[src/rtl/programmable_seq_counter_if.sv]
// Control, table-write and status signals of the programmable sequence counter.
// The master drives the controls; the slave (the counter) drives the status outputs.
interface programmable_seq_counter_if #(
    parameter int WIDTH  = 4,
    parameter int ADDR_W = 3
);
    logic              en;
    logic              dir;
    logic [1:0]        mode;
    logic              restart;
    logic [ADDR_W-1:0] last_idx;
    logic              wr_en;
    logic [ADDR_W-1:0] wr_addr;
    logic [WIDTH-1:0]  wr_data;
    logic [WIDTH-1:0]  counter;
    logic [ADDR_W-1:0] index;
    logic              wrap;
    logic              done;

    modport master (
        output en, dir, mode, restart, last_idx, wr_en, wr_addr, wr_data,
        input  counter, index, wrap, done
    );

    modport slave (
        input  en, dir, mode, restart, last_idx, wr_en, wr_addr, wr_data,
        output counter, index, wrap, done
    );
endinterface

[src/rtl/programmable_seq_counter.sv]
// Steps through a run-time programmable table of codes in wrap, bounce, one-shot or hold mode.
// The table is a register array so that reset can restore its identity contents.
module programmable_seq_counter #(
    parameter int WIDTH  = 4,
    parameter int DEPTH  = 8,
    parameter int ADDR_W = 3
) (
    input logic                         clk,
    input logic                         reset,
    programmable_seq_counter_if.slave   bus
);
    typedef enum logic [1:0] {
        MODE_WRAP    = 2'b00,
        MODE_BOUNCE  = 2'b01,
        MODE_ONESHOT = 2'b10,
        MODE_HOLD    = 2'b11
    } mode_e;

    logic [WIDTH-1:0]  mem_q [DEPTH];
    logic [WIDTH-1:0]  counter_q, counter_d;
    logic [ADDR_W-1:0] index_q, index_d;
    logic              wrap_q, wrap_d;
    logic              done_q, done_d;
    logic              bdir_q, bdir_d;
    logic              in_bounce_q;

    mode_e             mode;
    logic              down;
    logic              step_go;
    logic              load;
    logic [ADDR_W-1:0] end_idx;

    genvar gi;
    generate
        for (gi = 0; gi < DEPTH; gi++) begin : g_entry
            always_ff @(posedge clk) begin
                if (reset)
                    mem_q[gi] <= WIDTH'(gi);
                else if (bus.wr_en && bus.wr_addr == ADDR_W'(gi))
                    mem_q[gi] <= bus.wr_data;
            end
        end
    endgenerate

    // Bounce direction comes from dir on the first cycle spent in BOUNCE.
    assign mode    = mode_e'(bus.mode);
    assign down    = (mode == MODE_BOUNCE && in_bounce_q) ? bdir_q : bus.dir;
    assign step_go = bus.en && (mode != MODE_HOLD) && !done_q;
    assign end_idx = down ? '0 : bus.last_idx;

    always_comb begin
        index_d   = index_q;
        wrap_d    = 1'b0;
        done_d    = done_q;
        bdir_d    = bdir_q;
        load      = 1'b0;
        counter_d = counter_q;
        if (mode == MODE_BOUNCE && !in_bounce_q)
            bdir_d = bus.dir;
        if (bus.restart) begin
            index_d = bus.dir ? bus.last_idx : '0;
            done_d  = 1'b0;
            bdir_d  = bus.dir;
            load    = 1'b1;
        end else if (step_go) begin
            load = 1'b1;
            if (index_q > bus.last_idx) begin
                index_d = down ? bus.last_idx : '0;
                wrap_d  = 1'b1;
                if (mode == MODE_ONESHOT && index_d == end_idx)
                    done_d = 1'b1;
            end else begin
                unique case (mode)
                    MODE_WRAP: begin
                        if (index_q == end_idx) begin
                            index_d = down ? bus.last_idx : '0;
                            wrap_d  = 1'b1;
                        end else begin
                            index_d = down ? index_q - ADDR_W'(1) : index_q + ADDR_W'(1);
                        end
                    end
                    MODE_BOUNCE: begin
                        if (bus.last_idx == '0) begin
                            index_d = '0;
                            wrap_d  = 1'b1;
                        end else if (index_q == end_idx) begin
                            index_d = down ? index_q + ADDR_W'(1) : index_q - ADDR_W'(1);
                            bdir_d  = !down;
                            wrap_d  = 1'b1;
                        end else begin
                            index_d = down ? index_q - ADDR_W'(1) : index_q + ADDR_W'(1);
                        end
                    end
                    MODE_ONESHOT: begin
                        if (index_q != end_idx)
                            index_d = down ? index_q - ADDR_W'(1) : index_q + ADDR_W'(1);
                        done_d = (index_d == end_idx);
                    end
                    default: ;
                endcase
            end
        end
        // Write-first: a same-cycle write to the destination entry wins over the stored code.
        if (load)
            counter_d = (bus.wr_en && bus.wr_addr == index_d) ? bus.wr_data : mem_q[index_d];
    end

    always_ff @(posedge clk) begin
        if (reset) begin
            counter_q   <= '0;
            index_q     <= '0;
            wrap_q      <= 1'b0;
            done_q      <= 1'b0;
            bdir_q      <= 1'b0;
            in_bounce_q <= 1'b1;
        end else begin
            counter_q   <= counter_d;
            index_q     <= index_d;
            wrap_q      <= wrap_d;
            done_q      <= done_d;
            bdir_q      <= bdir_d;
            in_bounce_q <= (mode == MODE_BOUNCE);
        end
    end

    assign bus.counter = counter_q;
    assign bus.index   = index_q;
    assign bus.wrap    = wrap_q;
    assign bus.done    = done_q;
endmodule
[src/flat_wrapper.sv]
// flat-port wrapper written by rule: the top's interface ports become plain ports
module programmable_seq_counter_flat 
#(
    parameter int WIDTH  = 4,
    parameter int DEPTH  = 8,
    parameter int ADDR_W = 3
)
  (clk, reset, bus_en, bus_dir, bus_mode, bus_restart, bus_last_idx, bus_wr_en, bus_wr_addr, bus_wr_data, bus_counter, bus_index, bus_wrap, bus_done);
  programmable_seq_counter_if #(.WIDTH(WIDTH), .ADDR_W(ADDR_W)) bus_i ();
  input logic clk;
  input logic reset;
  input wire logic [$bits(bus_i.en)-1:0] bus_en;
  input wire logic [$bits(bus_i.dir)-1:0] bus_dir;
  input wire logic [$bits(bus_i.mode)-1:0] bus_mode;
  input wire logic [$bits(bus_i.restart)-1:0] bus_restart;
  input wire logic [$bits(bus_i.last_idx)-1:0] bus_last_idx;
  input wire logic [$bits(bus_i.wr_en)-1:0] bus_wr_en;
  input wire logic [$bits(bus_i.wr_addr)-1:0] bus_wr_addr;
  input wire logic [$bits(bus_i.wr_data)-1:0] bus_wr_data;
  output wire logic [$bits(bus_i.counter)-1:0] bus_counter;
  output wire logic [$bits(bus_i.index)-1:0] bus_index;
  output wire logic [$bits(bus_i.wrap)-1:0] bus_wrap;
  output wire logic [$bits(bus_i.done)-1:0] bus_done;
  assign bus_i.en = bus_en;
  assign bus_i.dir = bus_dir;
  assign bus_i.mode = bus_mode;
  assign bus_i.restart = bus_restart;
  assign bus_i.last_idx = bus_last_idx;
  assign bus_i.wr_en = bus_wr_en;
  assign bus_i.wr_addr = bus_wr_addr;
  assign bus_i.wr_data = bus_wr_data;
  assign bus_counter = bus_i.counter;
  assign bus_index = bus_i.index;
  assign bus_wrap = bus_i.wrap;
  assign bus_done = bus_i.done;
  programmable_seq_counter #(.WIDTH(WIDTH), .DEPTH(DEPTH), .ADDR_W(ADDR_W)) u_core (.clk(clk), .reset(reset), .bus(bus_i));
endmodule
[config.mk]
export PLATFORM = sky130hd
export DESIGN_NAME = programmable_seq_counter_flat
export DESIGN_NICKNAME = d
export VERILOG_FILES = /design/src/rtl/programmable_seq_counter_if.sv /design/src/rtl/programmable_seq_counter.sv /design/src/flat_wrapper.sv
export SDC_FILE = /design/constraint.sdc
export NUM_CORES = 1
export LEC_CHECK = 0
export ABC_AREA = 1
export BUFFER_PORTS_ARGS = -buffer_cell sky130_fd_sc_hd__buf_2
export CORE_ASPECT_RATIO = 0.9
export CORE_MARGIN = 2
export CORE_UTILIZATION = 55
export CTS_CLUSTER_SIZE = 25
export DETAILED_ROUTE_END_ITERATION = 8
export PLACE_DENSITY = 0.75
export SYNTH_ARGS = -nofsm -noshare
export SYNTH_HDL_FRONTEND = slang
export SYNTH_SLANG_ARGS = --single-unit
[constraint.sdc]
create_clock -name clk -period 4.8 [get_ports clk]
set_clock_uncertainty 0.2 [all_clocks]
set_input_delay 0.72 -clock clk [delete_from_list [all_inputs] [get_ports clk]]
set_output_delay 0.72 -clock clk [all_outputs]
set_load 0.005 [all_outputs]
# After elaboration in Yosys (flattened, before gate mapping)
# Memory sizes are Yosys's and may differ from the RTL's.
# Index checks and enable logic that the tools add are counted.
[totals]
mem_bits_rw = 32
register_bits = 11
latch_bits = 0
wordCells = 128
romBits = 0
mem_count = 1
[mem_list]
columns = ["memory", "depth", "width", "rd", "rd_ports_with_merged_regs", "wr", "line", "rtl"]
rows = [
  ["u_core.mem_q", 8, 4, 1, 0, 8, "programmable_seq_counter.sv:19", "logic [WIDTH-1:0] mem_q [DEPTH];"],
]
[classes]
order_cmp = 1
div = 0
reduce_logical = 24
mul = 0
mux = 69
addsub = 2
shift = 0
bitwise = 9
eq_ne = 16
[op_table]
columns = ["cell", "n"]
rows = [
  ["3-bit 2-to-1 mux", 16],
  ["1-bit 2-to-1 mux", 42],
  ["4-bit 2-to-1 mux", 9],
  ["1-bit logical AND", 14],
  ["3-bit == test", 4],
  ["3-bit == test (second input constant)", 4],
  ["3-bit one-hot mux with 3 select lines", 1],
  ["1-bit bitwise OR", 8],
  ["3-bit by 2-bit == test with 1-bit output (second input constant)", 2],
  ["3-bit logical NOT", 2],
  ["2-bit != test (second input constant)", 2],
  ["3-bit by 1-bit adder with 3-bit output (second input constant)", 1],
  ["3-bit by 1-bit == test with 1-bit output (second input constant)", 1],
  ["3-bit greater-than comparator", 1],
  ["1-bit logical NOT", 3],
  ["3-bit != test", 1],
  ["3-bit AND reduction", 1],
  ["3-bit OR reduction", 1],
  ["3-bit by 1-bit subtractor with 3-bit output (second input constant)", 1],
  ["2-bit by 1-bit == test with 1-bit output (second input constant)", 1],
  ["2-bit == test (second input constant)", 1],
  ["2-bit logical NOT", 1],
  ["1-bit one-hot mux with 2 select lines", 1],
  ["2-bit nonzero test", 1],
  ["other kinds (2)", 2],
]

# Longest topological paths before layout
# Gate-level depths: netlist of run 1.
[logic_depth]
ltp_word = 17
ltp_mapped = 23

# Least setup slack after synthesis of run 1
# No wires, ideal clock.
[synth_path]
kind = "in2reg"
start = "input bus_mode[1]"
end = "register u_core.counter_q[1] (netlist: u_core.bus.counter[1])"
required_time_ns = 4.530
t_arrival_ns = 2.511
path_buffers = 2
path_slack_ns = 2.019
setup_time_ns = 0.070
stages = 23
cell_sequence = "inv_2 nand3_1 nand2_2 nand2_2 inv_2 nand3_2 nand2_4 inv_2 nor2_2 nand2_1 nand3_1 nand3b_1 nand2_1 nand2_1 nand2_2 buf_8 buf_8 nand3_1 nand3_1 nand3_1 nand3_1 nand3_1 a21oi_1"
[synth_via]
elab_chain_cells = 17
word_cells_on_any_way = 32
cone_classes = "6 x eq/ne; 20 x mux; 5 x reduce/logical; 1 x memory"
[synth_lines]
columns = ["element", "line", "rtl"]
rows = [
  ["start, declared", "flat_wrapper.sv:14", "input wire logic [$bits(bus_i.mode)-1:0] bus_mode;"],
  ["branches (longest 17 deep; another with 3-bit 2-to-1 mux)", "n/a", ""],
  ["end signal, assigned", "programmable_seq_counter.sv:117", "counter_q <= counter_d;"],
  ["end, declared", "programmable_seq_counter.sv:20", "logic [WIDTH-1:0] counter_q, counter_d;"],
]
# Parallel ways; which one is timed is not known. The select of a mux whose other input is x is not followed.
# A chain may end at the register's enable or synchronous reset.

# Final worst setup path of run 1
[layout_path]
start = "input bus_mode[1]"
end = "register u_core.counter_q[3] (netlist: u_core.bus.counter[3])"
# The elaborated chain is that of the path after synthesis.

==> implementation parameters, run 1 <==
Parameter                              Value

Pwr
  Max IR drop VDD ... 0.187 mV
  Total leakage power ... 0.00132 uW
  Pwr/cell area ... 309 nW/um2
  Power consumption ... 951 uW

Cells and area
  Number of fill cells ... 443
  Fraction of final layout cells with drive strength greater than 1 ... 0.183
  Inserted Diodes ... 0
  Area delta synth->final ... 7.37%
  Post-layout nets ... 405
  Number of standard cells in the layout, taps in and fillers out ... 448
  Design area ... 3080 um2

Synthesis
  Mapped Avg Cell Area ... 8.01 um2
  Count of flip-flops with a built-in enable after synthesis ... 32
  Number of flip-flops and latches in the synthesized netlist ... 43
  Cell variety after synth ... 37
  Sequential share of the synthesized area ... 0.412
  Yosys warnings ... 0
  Share of synthesized flip-flops with an asynchronous set or reset ... 0
  Mapped Area ... 2870 um2
  Top FF cell, synth ... sky130_fd_sc_hd__edfxtp_1
  Instance count of the mapped netlist ... 358
  Number of nets in the synthesized netlist ... 381

Detailed routing
  Number of DRC markers after the initial detailed-route iteration ... 343
  Met3 layer wire length in the routed design ... 560 um
  Vias after detailed routing ... 2593
  Routed length on met2 ... 2.94 mm
  Remaining number of nets flagged by the antenna check after routing ... 0
  Top Metal Used ... met4
  Post-Route WL ... 6.90 mm
  Post-route DRC ... 0
  Routed length per instance ... 15.4 um
  Detailed-routing wirelength on met1 ... 3.32 mm
  Router iterations before antenna repair ... 5
  Drt via density ... 5.79

Clock tree
  Cts-stage hold buffer count ... 0
  Post-CTS setup buffer count ... 0
  Number of buffers created by CTS ... 5
  Root Buffer ... sky130_fd_sc_hd__clkbuf_8
  Clock latency at the later pin of the worst-skew pair ... 0.30 ns
  Post-CTS sizing ... 0
  Maximum level of the CTS H-tree ... 2
  Clock tree from TritonCTS ... done
  Buffers from clock root to sink, at most ... 2
  Clock net sink count ... 43
  Clock slew seen by the registers of the worst setup and hold paths ... 0.09 ns

Setup path
  Capturing element type of the critical path ... register
  Worst Reg-to-Reg Cells ... 16
  Setup crit start ... bus_mode[1]
  Arrival time of data at the critical path endpoint ... 3.53 ns
  Setup slack of the worst register-to-register path ... 1.33 ns
  Element type at the critical path start ... input pin
  R2r startpoint ... u_core.bus.index[0]$_SDFF_PP0_
  Worst reg2reg path endpoint ... u_core.bus.counter[3]$_SDFFE_PP0P_
  Maximum net fanout on the critical path ... 20
  Required arrival time at the worst endpoint ... 4.78 ns
  Path type of the worst setup path ... in2reg

STA
  Final count of negative-setup-slack endpoints ... 0
  Relative slew slack ... 0.457
  Least-Margin Pin Slew ... 0.813 ns
  Final number of max-transition violations ... 0
  Number of hold violations in the final report ... 0
  Crit share post-route ... 0.739
  RSZ-0062 raised after global routing ... false
  Final sum of negative setup slack ... 0 ns
  Max Freq ... 282 MHz
  Minimum clock period after layout ... 3.55 ns

Floorplanning
  Starting utilization of the core area ... 0.582
  Horizontal extent of the die ... 80.1 um
  Number of standard-cell rows in the floorplan ... 24
  Die height ... 72.5 um
  Area of the core ... 4920 um2
  Number of ports placed on the die boundary ... 27
  Die outline area ... 5810 um2

Placed design
  Gp weighted congestion ... 0.939
  Placed cell count ... 440
  Buffers on Ports ... 26
  Placed Instance Area ... 2970 um2
  DPL Wire Length ... 5.27 mm

GRT
  Pin count of the biggest net entering global routing ... 21
  First-pass GRT wire length ... 11.5 mm
  Gr usage total ... 0.262
  Via count of the first global-routing pass ... 2347
  Antenna violations before repair ... 0
  Total congestion overflow after global routing ... 0

Worst hold path
  End of the worst hold path ... u_core.bus.counter[2]$_SDFFE_PP0P_
  Worst hold stages ... 2
  Origin of the worst min-delay path ... u_core.bus.counter[2]$_SDFFE_PP0P_
  Worst hold path class ... reg2reg

Job
  Number of max-capacitance violations reported ... 0

Run status
  Outcome ... finished, final reports clean
worst max-delay path by stage:
| stage | endpoint | slack (ns) |
|---|---|---|
| finish | u_core.bus.counter[3]$_SDFFE_PP0P_ | 1.25 |
| detailed placement | u_core.bus.counter[3]$_SDFFE_PP0P_ | 1.05 |
| floorplan | u_core.bus.counter[1]$_SDFFE_PP0P_ | 2.02 |
| global placement | u_core.bus.counter[2]$_SDFFE_PP0P_ | 1.08 |
| global route | u_core.bus.counter[0]$_SDFFE_PP0P_ | 0.94 |
| CTS | u_core.bus.counter[3]$_SDFFE_PP0P_ | 1.36 |
per-layer routing:
layer | global-route usage | up-vias
met4 | 0.0697 | 0
met5 | 0 | -
met3 | 0.0448 | 15
met1 | 0.405 | 1185
li1 | - | 1268
met2 | 0.380 | 125
cells in the final DEF (no fill, tap or decap), types with 11 or more instances in the layout:
cell type,Yosys,routed
sky130_fd_sc_hd__nand2_1,85,85
sky130_fd_sc_hd__nand3_1,55,55
sky130_fd_sc_hd__nor2_1,36,36
sky130_fd_sc_hd__edfxtp_1,32,32
sky130_fd_sc_hd__inv_1,29,29
sky130_fd_sc_hd__buf_2,0,26
sky130_fd_sc_hd__a21oi_1,15,15
sky130_fd_sc_hd__nand3_2,11,11
sky130_fd_sc_hd__nand4_1,11,11
sky130_fd_sc_hd__dfxtp_1,11,11
flip-flops by register name, indices dropped and copies added (netlist names):
name / flops
u_core.bdir_q: 1
u_core.bus.done: 1
u_core.in_bounce_q: 1
u_core.bus.index: 3
u_core.bus.wrap: 1
u_core.mem_q: 32
u_core.bus.counter: 4
layout make-up:
| cell class | count | area, um2 | share of cell area |
|---|---|---|---|
| multi-input combinational | 267 | 1430 | 0.464 |
| sequential | 43 | 1180 | 0.384 |
| inverter | 39 | 146 | 0.0475 |
| timing repair buffer | 26 | 130 | 0.0423 |
| tap | 65 | 81.3 | 0.0264 |
| clock buffer | 5 | 68.8 | 0.0223 |
| clock inverter | 3 | 42.5 | 0.0138 |
power breakdown:
part | total (uW) | leakage (uW) | internal [uW] | switching [uW]
sequential | 439 | 0.000403 | 425 | 14.3
combinational | 223 | 0.000858 | 72.8 | 150
clock | 289 | 0.0000562 | 155 | 134
total | 951 | 0.00132 | 653 | 298
cell usage after synthesis (2+ instances only):
| cell type | instances | area [um2] |
|---|---|---|
| sky130_fd_sc_hd__dfxtp_1 | 11 | 220 |
| sky130_fd_sc_hd__nand2_4 | 5 | 56.3 |
| sky130_fd_sc_hd__edfxtp_1 | 32 | 961 |
| sky130_fd_sc_hd__buf_8 | 2 | 30.0 |
| sky130_fd_sc_hd__o21ai_0 | 9 | 45.0 |
| sky130_fd_sc_hd__a31oi_1 | 3 | 18.8 |
| sky130_fd_sc_hd__clkinv_1 | 5 | 18.8 |
| sky130_fd_sc_hd__inv_1 | 29 | 109 |
| sky130_fd_sc_hd__a21oi_1 | 15 | 75.1 |
| sky130_fd_sc_hd__nand3_2 | 11 | 110 |
| sky130_fd_sc_hd__clkbuf_8 | 4 | 55.1 |
| sky130_fd_sc_hd__nor3_1 | 4 | 20.0 |
| sky130_fd_sc_hd__nor4_1 | 3 | 18.8 |
| sky130_fd_sc_hd__nand2_2 | 9 | 56.3 |
| sky130_fd_sc_hd__inv_2 | 5 | 18.8 |
| sky130_fd_sc_hd__nand4_1 | 11 | 68.8 |
| sky130_fd_sc_hd__nor2_1 | 36 | 135 |
| sky130_fd_sc_hd__xor2_1 | 2 | 17.5 |
| sky130_fd_sc_hd__ha_1 | 5 | 62.6 |
| sky130_fd_sc_hd__nand3_1 | 55 | 275 |
| sky130_fd_sc_hd__nand2_1 | 85 | 319 |
| sky130_fd_sc_hd__nand3b_1 | 2 | 15.0 |
logic make-up after synthesis:
family,synth area share
and+or+nand+nor,0.394
buffers and inverters,0.0899
DFF,0.412
AOI/OAI and AO/OA,0.0689
adders and majority gates,0.0218
xor gates and xnor gates,0.00916
muxes,0.00393
critical path, stage by stage:
cell	delay, ns
sky130_fd_sc_hd__buf_2	0.13
sky130_fd_sc_hd__inv_2	0.11
sky130_fd_sc_hd__nand3_1	0.09
sky130_fd_sc_hd__nand2_2	0.13
sky130_fd_sc_hd__nand2_2	0.19
sky130_fd_sc_hd__inv_2	0.14
sky130_fd_sc_hd__nand3_2	0.09
sky130_fd_sc_hd__nand2_4	0.15
sky130_fd_sc_hd__inv_2	0.05
sky130_fd_sc_hd__nor2_2	0.13
sky130_fd_sc_hd__nand2_1	0.07
sky130_fd_sc_hd__nand3_1	0.07
sky130_fd_sc_hd__nand3b_1	0.10
sky130_fd_sc_hd__nand2_1	0.08
sky130_fd_sc_hd__nand2_1	0.06
sky130_fd_sc_hd__nand2_2	0.35
sky130_fd_sc_hd__nand2_2	0.28
sky130_fd_sc_hd__nand2_1	0.17
sky130_fd_sc_hd__nand3_1	0.10
sky130_fd_sc_hd__nand3_1	0.09
sky130_fd_sc_hd__nand3_1	0.08
sky130_fd_sc_hd__nand3_1	0.07
sky130_fd_sc_hd__a21oi_1	0.06
metrics by stage:
stage	hold slack, ns	worst slack (ns)	util
floorplan	0.258	2.02	-
global placement	0.250	1.08	0.603
detailed placement	0.255	1.05	0.603
CTS	0.268	1.36	0.625
global route	0.304	0.944	0.625
finish	0.267	1.25	0.625
No activity file was read; power rests on OpenSTA's default activity.
==> run 2: changes to the inputs <==
CORE_UTILIZATION = 54   (was 55)
PLACE_DENSITY = 0.77   (was 0.75)
clock period = 3.1 ns   (was 4.8 ns; I/O delays follow)
==> implementation parameters, run 2 (synthesis results as in run 1) <==
Parameter                              Value

STA
  Crit share post-route ... 0.901
  Minimum clock period after layout ... 2.79 ns
  Final number of max-transition violations ... 0
  Least-Margin Pin Slew ... 0.562 ns
  Relative slew slack ... 0.621
  Max Freq ... 358 MHz
  Worst hold slack after final layout ... 0.257 ns
  Post-route worst setup slack ... 0.308 ns
  RSZ-0062 raised after global routing ... false
  Final count of negative-setup-slack endpoints ... 0
  Final sum of negative setup slack ... 0 ns
  Number of hold violations in the final report ... 0

GRT
  First-pass GRT wire length ... 11.2 mm
  Gr usage total ... 0.253
  Total congestion overflow after global routing ... 0
  Antenna violations before repair ... 0
  Via count of the first global-routing pass ... 2288
  Pin count of the biggest net entering global routing ... 20

Cells and area
  Post-layout nets ... 414
  Area delta synth->final ... 9.90%
  Fraction of final layout cells with drive strength greater than 1 ... 0.202
  Most common cell after layout, fill and taps aside ... sky130_fd_sc_hd__nand2_1
  Inserted Diodes ... 0
  Largest register FFs ... 32
  Most frequent cells in the layout ... sky130_fd_sc_hd__nand2_1 (85), sky130_fd_sc_hd__nand3_1 (55), sky130_fd_sc_hd__nor2_1 (36), sky130_fd_sc_hd__edfxtp_1 (32), sky130_fd_sc_hd__inv_1 (29)
  Number of standard cells in the layout, taps in and fillers out ... 459
  Register bank with the most flops ... u_core.mem_q

Setup path
  Worst reg2reg path endpoint ... u_core.bus.counter[1]$_SDFFE_PP0P_
  Capturing element type of the critical path ... register
  Worst Reg-to-Reg Cells ... 22
  Required arrival time at the worst endpoint ... 3.14 ns
  Maximum net fanout on the critical path ... 10
  Setup crit start ... u_core.in_bounce_q$_SDFF_PP1_
  Setup slack of the worst register-to-register path ... 0.31 ns
  Path type of the worst setup path ... reg2reg
  Worst setup path endpoint ... u_core.bus.counter[1]$_SDFFE_PP0P_
  R2r startpoint ... u_core.in_bounce_q$_SDFF_PP1_
  Element type at the critical path start ... register
  Arrival time of data at the critical path endpoint ... 2.83 ns

Detailed routing
  Post-route DRC ... 0
  Remaining number of nets flagged by the antenna check after routing ... 0
  Router iterations before antenna repair ... 5
  Number of DRC markers after the initial detailed-route iteration ... 304
  Drt via density ... 5.67
  Routed length per instance ... 15.0 um
  Post-Route WL ... 6.87 mm
  Vias after detailed routing ... 2602

Worst hold path
  Worst hold path class ... in2reg
  Origin of the worst min-delay path ... bus_restart

Pwr
  Total leakage power ... 0.00136 uW
  Pwr/cell area ... 470 nW/um2
  Power consumption ... 1480 uW
  Max IR drop VDD ... 0.305 mV

Placed design
  Pre-CTS setup slack ... 0.0241 ns
  Gp weighted congestion ... 0.959
  Buffers on Ports ... 26
  Placed cell count ... 449
  DPL Wire Length ... 5.27 mm

Floorplanning
  Number of ports placed on the die boundary ... 27
  Number of standard-cell rows in the floorplan ... 25
  Die height ... 73.1 um
  Horizontal extent of the die ... 80.8 um
  Die outline area ... 5910 um2
  Area of the core ... 5190 um2
  Starting utilization of the core area ... 0.552

Clock tree
  Clock net sink count ... 43
  Clock tree from TritonCTS ... done
  Clock slew seen by the registers of the worst setup and hold paths ... 0.07 ns
  Number of buffers created by CTS ... 5
  Clock latency at the later pin of the worst-skew pair ... 0.31 ns
  Maximum level of the CTS H-tree ... 2
  Buffers from clock root to sink, at most ... 2
  Root Buffer ... sky130_fd_sc_hd__clkbuf_8
  Cts-stage hold buffer count ... 0

Run status
  Outcome ... finished, final reports clean

Job
  Number of max-capacitance violations reported ... 0
-- run 2: critical path, stage by stage, from the launching register on --
cell                      delay (ns)
sky130_fd_sc_hd__dfxtp_1        0.37
sky130_fd_sc_hd__nand3_1        0.12
sky130_fd_sc_hd__nand2_2        0.14
sky130_fd_sc_hd__nand2_2        0.12
sky130_fd_sc_hd__inv_2          0.10
sky130_fd_sc_hd__nand3_2        0.08
sky130_fd_sc_hd__nand2_4        0.13
sky130_fd_sc_hd__inv_2          0.05
sky130_fd_sc_hd__nor2_2         0.12
sky130_fd_sc_hd__nand2_1        0.11
sky130_fd_sc_hd__nand3_1        0.10
sky130_fd_sc_hd__nand3_1        0.10
sky130_fd_sc_hd__nand2_1        0.07
sky130_fd_sc_hd__nand2_1        0.04
sky130_fd_sc_hd__nand2_1        0.12
sky130_fd_sc_hd__nand2_4        0.12
sky130_fd_sc_hd__nand2_1        0.08
sky130_fd_sc_hd__nand2_1        0.06
sky130_fd_sc_hd__inv_2          0.10
sky130_fd_sc_hd__nand3_2        0.10
sky130_fd_sc_hd__nand3_1        0.08
sky130_fd_sc_hd__nand3_1        0.07
sky130_fd_sc_hd__a21oi_1        0.12
-- run 2: how the worst min path moves through the flow --
stage                                               to  depth (start not counted)
finish                    u_core.bus.done$_SDFFE_PP0P_                          2
global route              u_core.bus.done$_SDFFE_PP0P_                          2
CTS                       u_core.bus.done$_SDFFE_PP0P_                          2
detailed placement  u_core.bus.counter[0]$_SDFFE_PP0P_                          2
global placement    u_core.bus.counter[1]$_SDFFE_PP0P_                          2
floorplan           u_core.bus.counter[0]$_SDFFE_PP0P_                          2
-- run 2: final cells by class --
class,count,area [um2]
clock buffers,5,68.8
clock inverters,3,42.5
fillers,483,2040
inverters,39,149
multi-input cells,267,1430
flip-flops and latches,43,1180
well taps,67,83.8
repair buffers,35,198
-- run 2: repair_timing --
item,CTS,global route
endpoints found under the setup margin,0,1
buffers inserted,0,2
hold endpoints to repair,0,0
resized for setup,0,1
-- run 2: where the power goes --
| part | internal [uW] | switching (uW) |
|---|---|---|
| sequential | 658 | 18.7 |
| combinational | 124 | 238 |
| clock | 240 | 202 |
| total | 1020 | 458 |
-- run 2: layer usage --
layer / global-route usage / up-vias / routed length (um)
met1: 0.363 / 1183 / 3110
met3: 0.0557 / 8 / 585
met2: 0.376 / 117 / 3060
li1: - / 1294 / -
met4: 0.0942 / 0 / 110
met5: 0 / - / 0
-- run 2: per-stage QoR --
| step | util | area, um2 |
|---|---|---|
| after floorplan | - | 2870 |
| after global placement | 0.582 | 3020 |
| after detailed placement | 0.582 | 3020 |
| after CTS | 0.604 | 3130 |
| after global routing | 0.607 | 3150 |
| final | 0.607 | 3150 |
==> run 3: changes to the inputs <==
BUFFER_PORTS_ARGS = -buffer_cell sky130_fd_sc_hd__buf_4   (was -buffer_cell sky130_fd_sc_hd__buf_2)
CTS_CLUSTER_SIZE = unset   (was 25)
==> implementation parameters, run 3 (synthesis results as in run 1) <==
Parameter                              Value

Clock tree
  Maximum level of the CTS H-tree ... 2
  Clock net sink count ... 43
  Number of buffers created by CTS ... 5
  Buffers from clock root to sink, at most ... 2
  Cts-stage hold buffer count ... 0
  Clock latency at the later pin of the worst-skew pair ... 0.30 ns
  Clock tree from TritonCTS ... done
  Root Buffer ... sky130_fd_sc_hd__clkbuf_8
  Post-CTS setup buffer count ... 0
  Post-CTS sizing ... 0
  Clock slew seen by the registers of the worst setup and hold paths ... 0.08 ns

GRT
  Via count of the first global-routing pass ... 2300
  Gr usage total ... 0.249
  Antenna violations before repair ... 0
  Total congestion overflow after global routing ... 0
  Pin count of the biggest net entering global routing ... 20
  First-pass GRT wire length ... 11.2 mm

Cells and area
  Final core occ ... 0.609
  Most common cell after layout, fill and taps aside ... sky130_fd_sc_hd__nand2_1
  Number of fill cells ... 471
  Inserted Diodes ... 0
  Register bank with the most flops ... u_core.mem_q
  Fraction of final layout cells with drive strength greater than 1 ... 0.193
  Area delta synth->final ... 10.3%
  Most frequent cells in the layout ... sky130_fd_sc_hd__nand2_1 (85), sky130_fd_sc_hd__nand3_1 (55), sky130_fd_sc_hd__nor2_1 (36), sky130_fd_sc_hd__buf_4 (32), sky130_fd_sc_hd__edfxtp_1 (32)
  Post-layout nets ... 411
  Largest register FFs ... 32

Pwr
  Pwr/cell area ... 441 nW/um2
  Max IR drop VDD ... 0.322 mV
  Total leakage power ... 0.00134 uW

STA
  Minimum clock period after layout ... 2.83 ns
  Final count of negative-setup-slack endpoints ... 0
  Number of hold violations in the final report ... 0
  Final sum of negative setup slack ... 0 ns
  Final number of max-transition violations ... 0
  Relative slew slack ... 0.606
  Crit share post-route ... 0.914
  Max Freq ... 353 MHz
  Least-Margin Pin Slew ... 0.584 ns
  RSZ-0062 raised after global routing ... false
  Worst hold slack after final layout ... 0.206 ns

Worst hold path
  Worst hold path class ... in2reg
  Worst hold stages ... 2
  End of the worst hold path ... u_core.bus.done$_SDFFE_PP0P_
  Origin of the worst min-delay path ... bus_restart

Detailed routing
  Routed length per instance ... 14.9 um
  Remaining number of nets flagged by the antenna check after routing ... 0
  Drt via density ... 5.70
  Post-Route WL ... 6.81 mm
  Number of DRC markers after the initial detailed-route iteration ... 309
  Vias after detailed routing ... 2598
  Router iterations before antenna repair ... 5
  Post-route DRC ... 0

Placed design
  Gp weighted congestion ... 0.939
  Buffers on Ports ... 26
  DPL Wire Length ... 5.19 mm

Setup path
  Element type at the critical path start ... register
  Setup slack of the worst register-to-register path ... 0.27 ns
  R2r startpoint ... u_core.in_bounce_q$_SDFF_PP1_
  Capturing element type of the critical path ... register
  Library cell appearing most often on the critical path ... sky130_fd_sc_hd__nand3_1
  Cell at the slowest stage of the critical path ... sky130_fd_sc_hd__dfxtp_1
  Biggest cell delay along the critical path ... 0.38 ns
  Maximum net fanout on the critical path ... 10
  Number of buffer and inverter stages on the critical path ... 1
  Top delay family on crit path ... simple AND/OR/NAND/NOR gates
  Worst Reg-to-Reg Cells ... 19
  Path type of the worst setup path ... reg2reg
  Worst reg2reg path endpoint ... u_core.bus.counter[1]$_SDFFE_PP0P_
  Series of cell instances along the critical path ... nand3_1, nand2_2, nand2_2, o21ai_2, nand2_4, nand3_4, nand3_1, nand2_1, nand3_1, nand2_1, nand2_1, nand2_1, nand2_4, inv_2, nand3_1, nand3_1, nand3_1, nand3_1, a21oi_1
  Required arrival time at the worst endpoint ... 3.08 ns
  Arrival time of data at the critical path endpoint ... 2.82 ns

Floorplanning
  Die outline area ... 5910 um2
  Area of the core ... 5190 um2
  Number of ports placed on the die boundary ... 27
  Die height ... 73.1 um
  Starting utilization of the core area ... 0.552
  Horizontal extent of the die ... 80.8 um
  Number of standard-cell rows in the floorplan ... 25

Run status
  Outcome ... finished, final reports clean

Job
  Number of max-capacitance violations reported ... 0
## run 3: worst max-delay path by stage
stage / slack [ns] / cells after the start / end / start
final: 0.27 / 19 / u_core.bus.counter[1]$_SDFFE_PP0P_ / u_core.in_bounce_q$_SDFF_PP1_
after global placement: 0.09 / 21 / u_core.bus.counter[0]$_SDFFE_PP0P_ / bus_mode[1]
after detailed placement: 0.04 / 21 / u_core.bus.counter[1]$_SDFFE_PP0P_ / bus_mode[1]
after floorplan: 0.55 / 17 / u_core.bus.counter[0]$_SDFFE_PP0P_ / u_core.bus.index[0]$_SDFF_PP0_
after global routing: 0.009 / 16 / u_core.bus.counter[3]$_SDFFE_PP0P_ / u_core.bus.index[2]$_SDFF_PP0_
after CTS: 0.33 / 17 / u_core.bus.counter[1]$_SDFFE_PP0P_ / u_core.bus.index[2]$_SDFF_PP0_
## run 3: power breakdown
group	switching (uW)	internal, uW	total [uW]	leakage, uW
Sequential	19.5	658	677	0.000403
Clock	197	153	350	0.0000392
Combinational	237	132	369	0.000901
## run 3: routing by layer
| metal | vias to the layer above | GRT usage | share of wire |
|---|---|---|---|
| met3 | 12 | 0.0396 | 0.086 |
| li1 | 1279 | - | - |
| met2 | 119 | 0.375 | 0.44 |
| met1 | 1188 | 0.380 | 0.46 |
| met4 | 0 | 0.0508 | 0.012 |
| met5 | - | 0 | 0 |
## run 3: cell type report
class / instances / area [um2] / area share
clock buffers: 5 / 68.8 / 0.0217
clock inverters: 3 / 15.0 / 0.00474
inverters: 39 / 146 / 0.0463
multi-input cells: 267 / 1430 / 0.452
flip-flops and latches: 43 / 1180 / 0.373
well taps: 67 / 83.8 / 0.0265
repair buffers: 32 / 240 / 0.0759
## run 3: per-stage QoR
step	setup WS, ns	power (uW)	std cells	cell area, um2
3_5_place_dp	0.0381	1050	448	3080
6_report	0.268	1400	456	3160
4_1_cts	0.325	1390	456	3160
5_1_grt	0.00906	1460	456	3160
2_1_floorplan	0.555	949	358	2870
3_3_place_gp	0.0887	1050	448	3080
